--- src/rtl/sort_frame_collector.sv ---
// sort_frame_collector: gathers a nibble stream into a 5-slot frame for the bubble sorter.
// Short frames (in_last) are padded with PAD; the frame is held until the consumer accepts.
`default_nettype none

module sort_frame_collector #(
    parameter int                 WIDTH = 4,
    parameter logic [WIDTH-1:0]   PAD   = {WIDTH{1'b0}}
) (
    input  logic             CLK,
    input  logic             RST,
    input  logic             clear,
    input  logic             in_valid,
    input  logic [WIDTH-1:0] in_data,
    input  logic             in_last,
    output logic             in_ready,
    output logic [WIDTH-1:0] out0,
    output logic [WIDTH-1:0] out1,
    output logic [WIDTH-1:0] out2,
    output logic [WIDTH-1:0] out3,
    output logic [WIDTH-1:0] out4,
    output logic [2:0]       frame_len,
    output logic             out_valid,
    input  logic             out_ready
);

    typedef enum logic [1:0] {
        IDLE = 2'd0,
        FILL = 2'd1,
        FULL = 2'd2
    } state_t;

    state_t           state;
    logic [2:0]       idx;
    logic [WIDTH-1:0] slot [0:4];
    logic             frame_done;

    // A fifth element closes the frame whether or not in_last accompanies it.
    assign frame_done = (idx == 3'd4) || in_last;

    always_ff @(posedge CLK or posedge RST) begin
        if (RST) begin
            state     <= IDLE;
            idx       <= 3'd0;
            frame_len <= 3'd0;
            for (int i = 0; i < 5; i++) begin
                slot[i] <= {WIDTH{1'b0}};
            end
        end else begin
            case (state)
                IDLE: state <= FILL;
                FILL: begin
                    if (clear) begin
                        idx <= 3'd0;
                    end else if (in_valid) begin
                        for (int i = 0; i < 5; i++) begin
                            if (3'(i) == idx) begin
                                slot[i] <= in_data;
                            end else if (frame_done && (3'(i) > idx)) begin
                                slot[i] <= PAD;
                            end
                        end
                        if (frame_done) begin
                            frame_len <= idx + 3'd1;
                            idx       <= 3'd0;
                            state     <= FULL;
                        end else begin
                            idx <= idx + 3'd1;
                        end
                    end
                end
                FULL: begin
                    // clear wins over out_ready; both return to FILL with an empty index.
                    if (clear) begin
                        idx   <= 3'd0;
                        state <= FILL;
                    end else if (out_ready) begin
                        state <= FILL;
                    end
                end
                default: state <= IDLE;
            endcase
        end
    end

    assign in_ready  = (state == FILL);
    assign out_valid = (state == FULL);
    assign out0      = slot[0];
    assign out1      = slot[1];
    assign out2      = slot[2];
    assign out3      = slot[3];
    assign out4      = slot[4];

endmodule

`default_nettype wire

--- config.mk ---
export PLATFORM = sky130hd
export DESIGN_NAME = sort_frame_collector
export DESIGN_NICKNAME = d
export VERILOG_FILES = /design/src/rtl/sort_frame_collector.sv
export SDC_FILE = /design/constraint.sdc
export NUM_CORES = 1
export LEC_CHECK = 0
export ABC_CLOCK_PERIOD_IN_PS = 2350
export BUFFER_PORTS_ARGS = -buffer_cell sky130_fd_sc_hd__buf_4
export CORE_MARGIN = 4
export CORE_UTILIZATION = 25
export DETAILED_ROUTE_END_ITERATION = 7
export HOLD_SLACK_MARGIN = 0.03
export PLACE_DENSITY = 0.55
export SLEW_MARGIN = 20
export SYNTH_ARGS = -nofsm -noshare
export SYNTH_HDL_FRONTEND = slang
export SYNTH_SLANG_ARGS = --single-unit
--- constraint.sdc ---
create_clock -name CLK -period 2.35 [get_ports CLK]
set_clock_uncertainty 0.1 [all_clocks]
set_input_delay 0.1175 -clock CLK [delete_from_list [all_inputs] [get_ports CLK]]
set_output_delay 0.1175 -clock CLK [all_outputs]
set_load 0.01 [all_outputs]
# Word level (Yosys, flattened, before mapping)
# Index checks and enable logic that the tools add are counted.
# word_totals
ff_bits	28
output_inout_bits	25
wordCells	71
# classes
addsub	1
n_lt_le_gt_ge	5
n_eq_ne	13
mux	21
bitwise	1
reduce_logical	22
# op_table
op	n
4-bit two-way mux	10
4-bit AND reduction	7
3-bit two-way mux	4
2-bit nonzero test	6
2-bit two-way mux	5
2-bit by 3-bit equality test with 1-bit output (first input constant)	2
1-bit by 3-bit greater-than comparator with 1-bit output (first input constant)	2
2-bit by 3-bit greater-than comparator with 1-bit output (first input constant)	2
2-bit inequality test (second input constant)	3
2-bit case mux with 3 select lines	1
3-bit case mux with 2 select lines	1
1-bit logical AND	5
3-bit by 1-bit adder with 3-bit output (second input constant)	1
1-bit by 3-bit equality test with 1-bit output (first input constant)	1
3-bit equality test (first input constant)	1
3-bit equality test (second input constant)	1
3-bit greater-than comparator (first input constant)	1
3-bit logical NOT	1
3-bit by 2-bit inequality test with 1-bit output (second input constant)	1
3-bit inequality test (second input constant)	1
3-bit AND reduction	1
2-bit by 1-bit equality test with 1-bit output (second input constant)	1
2-bit equality test (second input constant)	1
2-bit logical NOT	1
other kinds (3)	3

# Depth between registers and ports, before layout
# depth
depth_word	6
mapped_depth	6
ltp_nobuf	5

# Worst setup path before layout
# OpenSTA, ideal clock, no wires.
# synth_path
path_kind	flip-flop to flip-flop
start	reg idx[0]
end	reg frame_len[0]
setup_ns	0.125
arrival_ns	1.629
slack_ns	0.496
stages_incl_launch_ff	7
period_less_slack_ns	1.854
cell_sequence	dfrtp_1 clkbuf_8 inv_1 ha_1 and2_1 o21ai_1 mux2_2
# synth_via
elab_chain_len	3
# synth_rtl
element	line_no	text
start: declaration	33	logic [2:0] idx;
start signal: assignment	67	idx <= idx + 3'd1;
3-bit equality test	38	assign frame_done = (idx == 3'd4) || in_last;
1-bit logical OR	38	
4-bit AND reduction (no source line)	-	
end signal: assignment	63	frame_len <= idx + 3'd1;
end: declaration	21	output logic [2:0] frame_len,
# Parallel ways exist; a longest one is shown, timed or not.
# A chain may end at the register's enable or synchronous reset.

# Worst setup path in the final report
# layout_path
start	reg idx[0]
end	reg frame_len[1]
# Same word-level chain as after synthesis.

==> summary.txt <==
Status
  – Status: completed

Floorplan
  – # rows: 26
  – Die height: between 80 and 90 um
  – DIE AREA: between 6000 and 7000 sq um
  – Initial Util: a little over a quarter
  – Core area: approximately 5200 sq um
  – Die X: 81.52 um
  – IO Pins: 35

Power and ir drop
  – Leakage Power: roughly 0.00086 uW
  – Sw frac: around a quarter
  – Switch Pwr: about 310 uW
  – Pwr Total: 1222 uW
  – Cell internal pwr: ~900 uW
  – Reg power frac: about 47%
  – Comb pwr share: between 20% and 30%
  – Max VDD drop: 0.0002693 V
  – Power share of the clock group: 30.8%
  – Power Density: approximately 690 nW/um^2

Critical path
  – Crit start category: flop
  – Worst Setup Path Type: reg2reg
  – Max FO, Critical Path: 11
  – Crit path DAT: 2.27 ns
  – Data required time at the worst endpoint: 2.41 ns
  – CP Capture Type: flop

Clock tree
  – Htree depth: 1
  – Root Driver: clkbuf_8
  – Clk_lat worst skew: between 0.2 and 0.3 ns
  – Post-CTS Hold Buffers: 5
  – Clk pin slew, worst setup/hold paths: 0.10 ns
  – CTS tree: built
  – Clock Path Buffers: 2
  – CTS Buf Count: 3
  – Setup Buffers After CTS: 0
  – CTS sink count: 28
  – Post_cts resized: 0

Cells and area
  – Share of layout cells above drive strength 1: 31.17%
  – Final Non-Filler Cells: around 220
  – Final Cell Area: ~1800 sq um
  – Nets: ~170
  – Fin util: between 30% and 40%
  – Area growth syn-to-layout: 31.76%
  – ANT cells: 0

Placed design
  – GP Congestion: about 0.86
  – Placed Cells: 215
  – Placement Cell Area: 1659 sq um
  – Hpwl dp: 2532 um
  – # port buffers: 34

STA
  – RSZ-0062 raised after global routing: no
  – Final Slew Violations: 0
  – Fmax: 0.4529 GHz
  – Final setup viols: 0
  – Pin slew with the least headroom to its limit: between 0.6 and 0.7 ns
  – Period minus WS final: around 2.2 ns
  – Slew Limit Headroom: 58.84%
  – Hold Vio Cnt, Final: 0
  – Setup TNS Final: 0 ns
  – Final Cycle Share: 93.97%

Logic synthesis
  – Register bit count reported by yosys: 28
  – Synth top area share: between 50% and 60%
  – Dominant cell type by area after synthesis: dfrtp_1
  – Top_reg_cell synth: dfrtp_1
  – Post-synth EDFFs: 0
  – Synthesized cell area: about 1400 sq um
  – Avg Inst Size Synth: between 10 and 15 sq um
  – Post-Syn Nets: ~130
  – Synth warnings: 0
  – Gate Count Post-Synth: around 110
  – Ys async rst share: 100.0%
  – Sequential-to-total area share from yosys stat: between 50% and 60%
  – Most frequent cells after synthesis: dfrtp_1, a32o_1, inv_1, a211o_1, and3_1
  – Yosys cell types: 36
  – Top-count cell post-synth: dfrtp_1
  – Synth top area cells: dfrtp_1, a32o_1, a211o_1, a22o_2, ha_1

Routing
  – Via-to-Cell Ratio: approximately 5
  – Wirelength per Cell: between 15 and 20 um
  – Final WL: ~3400 um
  – DR DRC count: 0
  – Antenna-violating nets left: 0
  – Initial drt markers: 95
  – DRT Pass-1 Iters: 4
  – Via count: about 1100

Global route
  – Initial antenna violation count: 0
  – Global-route wire length before repair: around 5500 um
  – Vias in the first global route: 1108
  – Pin count of the biggest net entering global routing: 29
  – Total GRT Usage: between 10% and 20%
  – Remaining global-route overflow: 0

Hold path
  – HP Class: in2reg

Flow run
  – Maxcap violations: 0
-- per-stage QoR --
stage / setup slack (ns) / hold WS, ns
final: 0.1418 / 0.03769
after global routing: 0.0004703 / 0.04115
after CTS: 0.1630 / 0.03864
after detailed placement: 0.1883 / 0.1136
after global placement: 0.3106 / 0.1079
after floorplan: 0.4959 / 0.08291
-- registers in the layout, summed over array words and instances (netlist names) --
signal / flops
out2: 4
out4: 4
frame_len: 3
out3: 4
state: 2
out1: 4
idx: 3
out0: 4
-- worst paths after layout --
| path | endpoint | cells after the start | startpoint | slack, ns |
|---|---|---|---|---|
| setup / recovery | frame_len[1] | 5 | idx[0] | 0.14 |
| hold / removal | out3[2] | 2 | in_data[2] | 0.04 |
| setup reg to reg | frame_len[1] | 5 | idx[0] | 0.14 |
| hold reg to reg | out0[2] | 1 | out0[2] | 0.38 |
| max in group asynchronous | out0[2] | 4 | RST | 1.54 |
| min in group asynchronous | out3[3] | 4 | RST | 0.34 |
-- critical path: stages, from the launching register on --
cell and delay [ns]:
dfrtp_1 0.55, inv_1 0.17, ha_1 0.33, and2_1 0.25, o21ai_1 0.32, mux2_2 0.38
-- power groups by stage --
stage / sequential, uW / clock (uW) / combinational (uW)
floorplan: 604 / 0 / 115
global placement: 586 / 0 / 258
detailed placement: 590 / 0 / 262
CTS: 580 / 388 / 271
global route: 590 / 406 / 293
finish: 579 / 377 / 267
-- layout by cell type (no fill, tap or decap), types with 4 or more instances in the layout --
cell / n
buf_4: 35
dfrtp_1: 28
a32o_1: 8
inv_1: 6
and3_1: 5
a211o_1: 5
dlygate4sd3_1: 5
nor2_1: 4
o21ai_0: 4
nor2b_1: 4
a22o_2: 4
and4_1: 4
a21o_1: 4
-- cell type report --
type | count | area, sq um
fill | 517 | 3392
sequential | 28 | 700.7
multi-input combinational | 76 | 585.6
timing repair buffer | 40 | 312.8
tap | 70 | 87.58
clock buffer | 3 | 41.29
clock inverter | 1 | 30.03
inverter | 6 | 22.52
-- logic make-up after synthesis --
family	count (synthesis)	share of synthesized area [%]
fa+ha+maj	3	2.778
flops	28	51.85
buf+inv	10	4.815
simple gates	34	16.20
mux	3	2.500
compound gates	35	21.20
xor+xnor	1	0.6483
-- per-layer routing --
layer / up-vias / GRT usage (%) / part of all wire [%]
li1: 519 / - / -
met1: 536 / 13.64 / 44
met2: 34 / 18.49 / 49
met3: 4 / 1.645 / 5.2
met4: 0 / 5.068 / 1.8
met5: - / 0 / 0
Note: power is estimated with default switching activity, not from simulation.
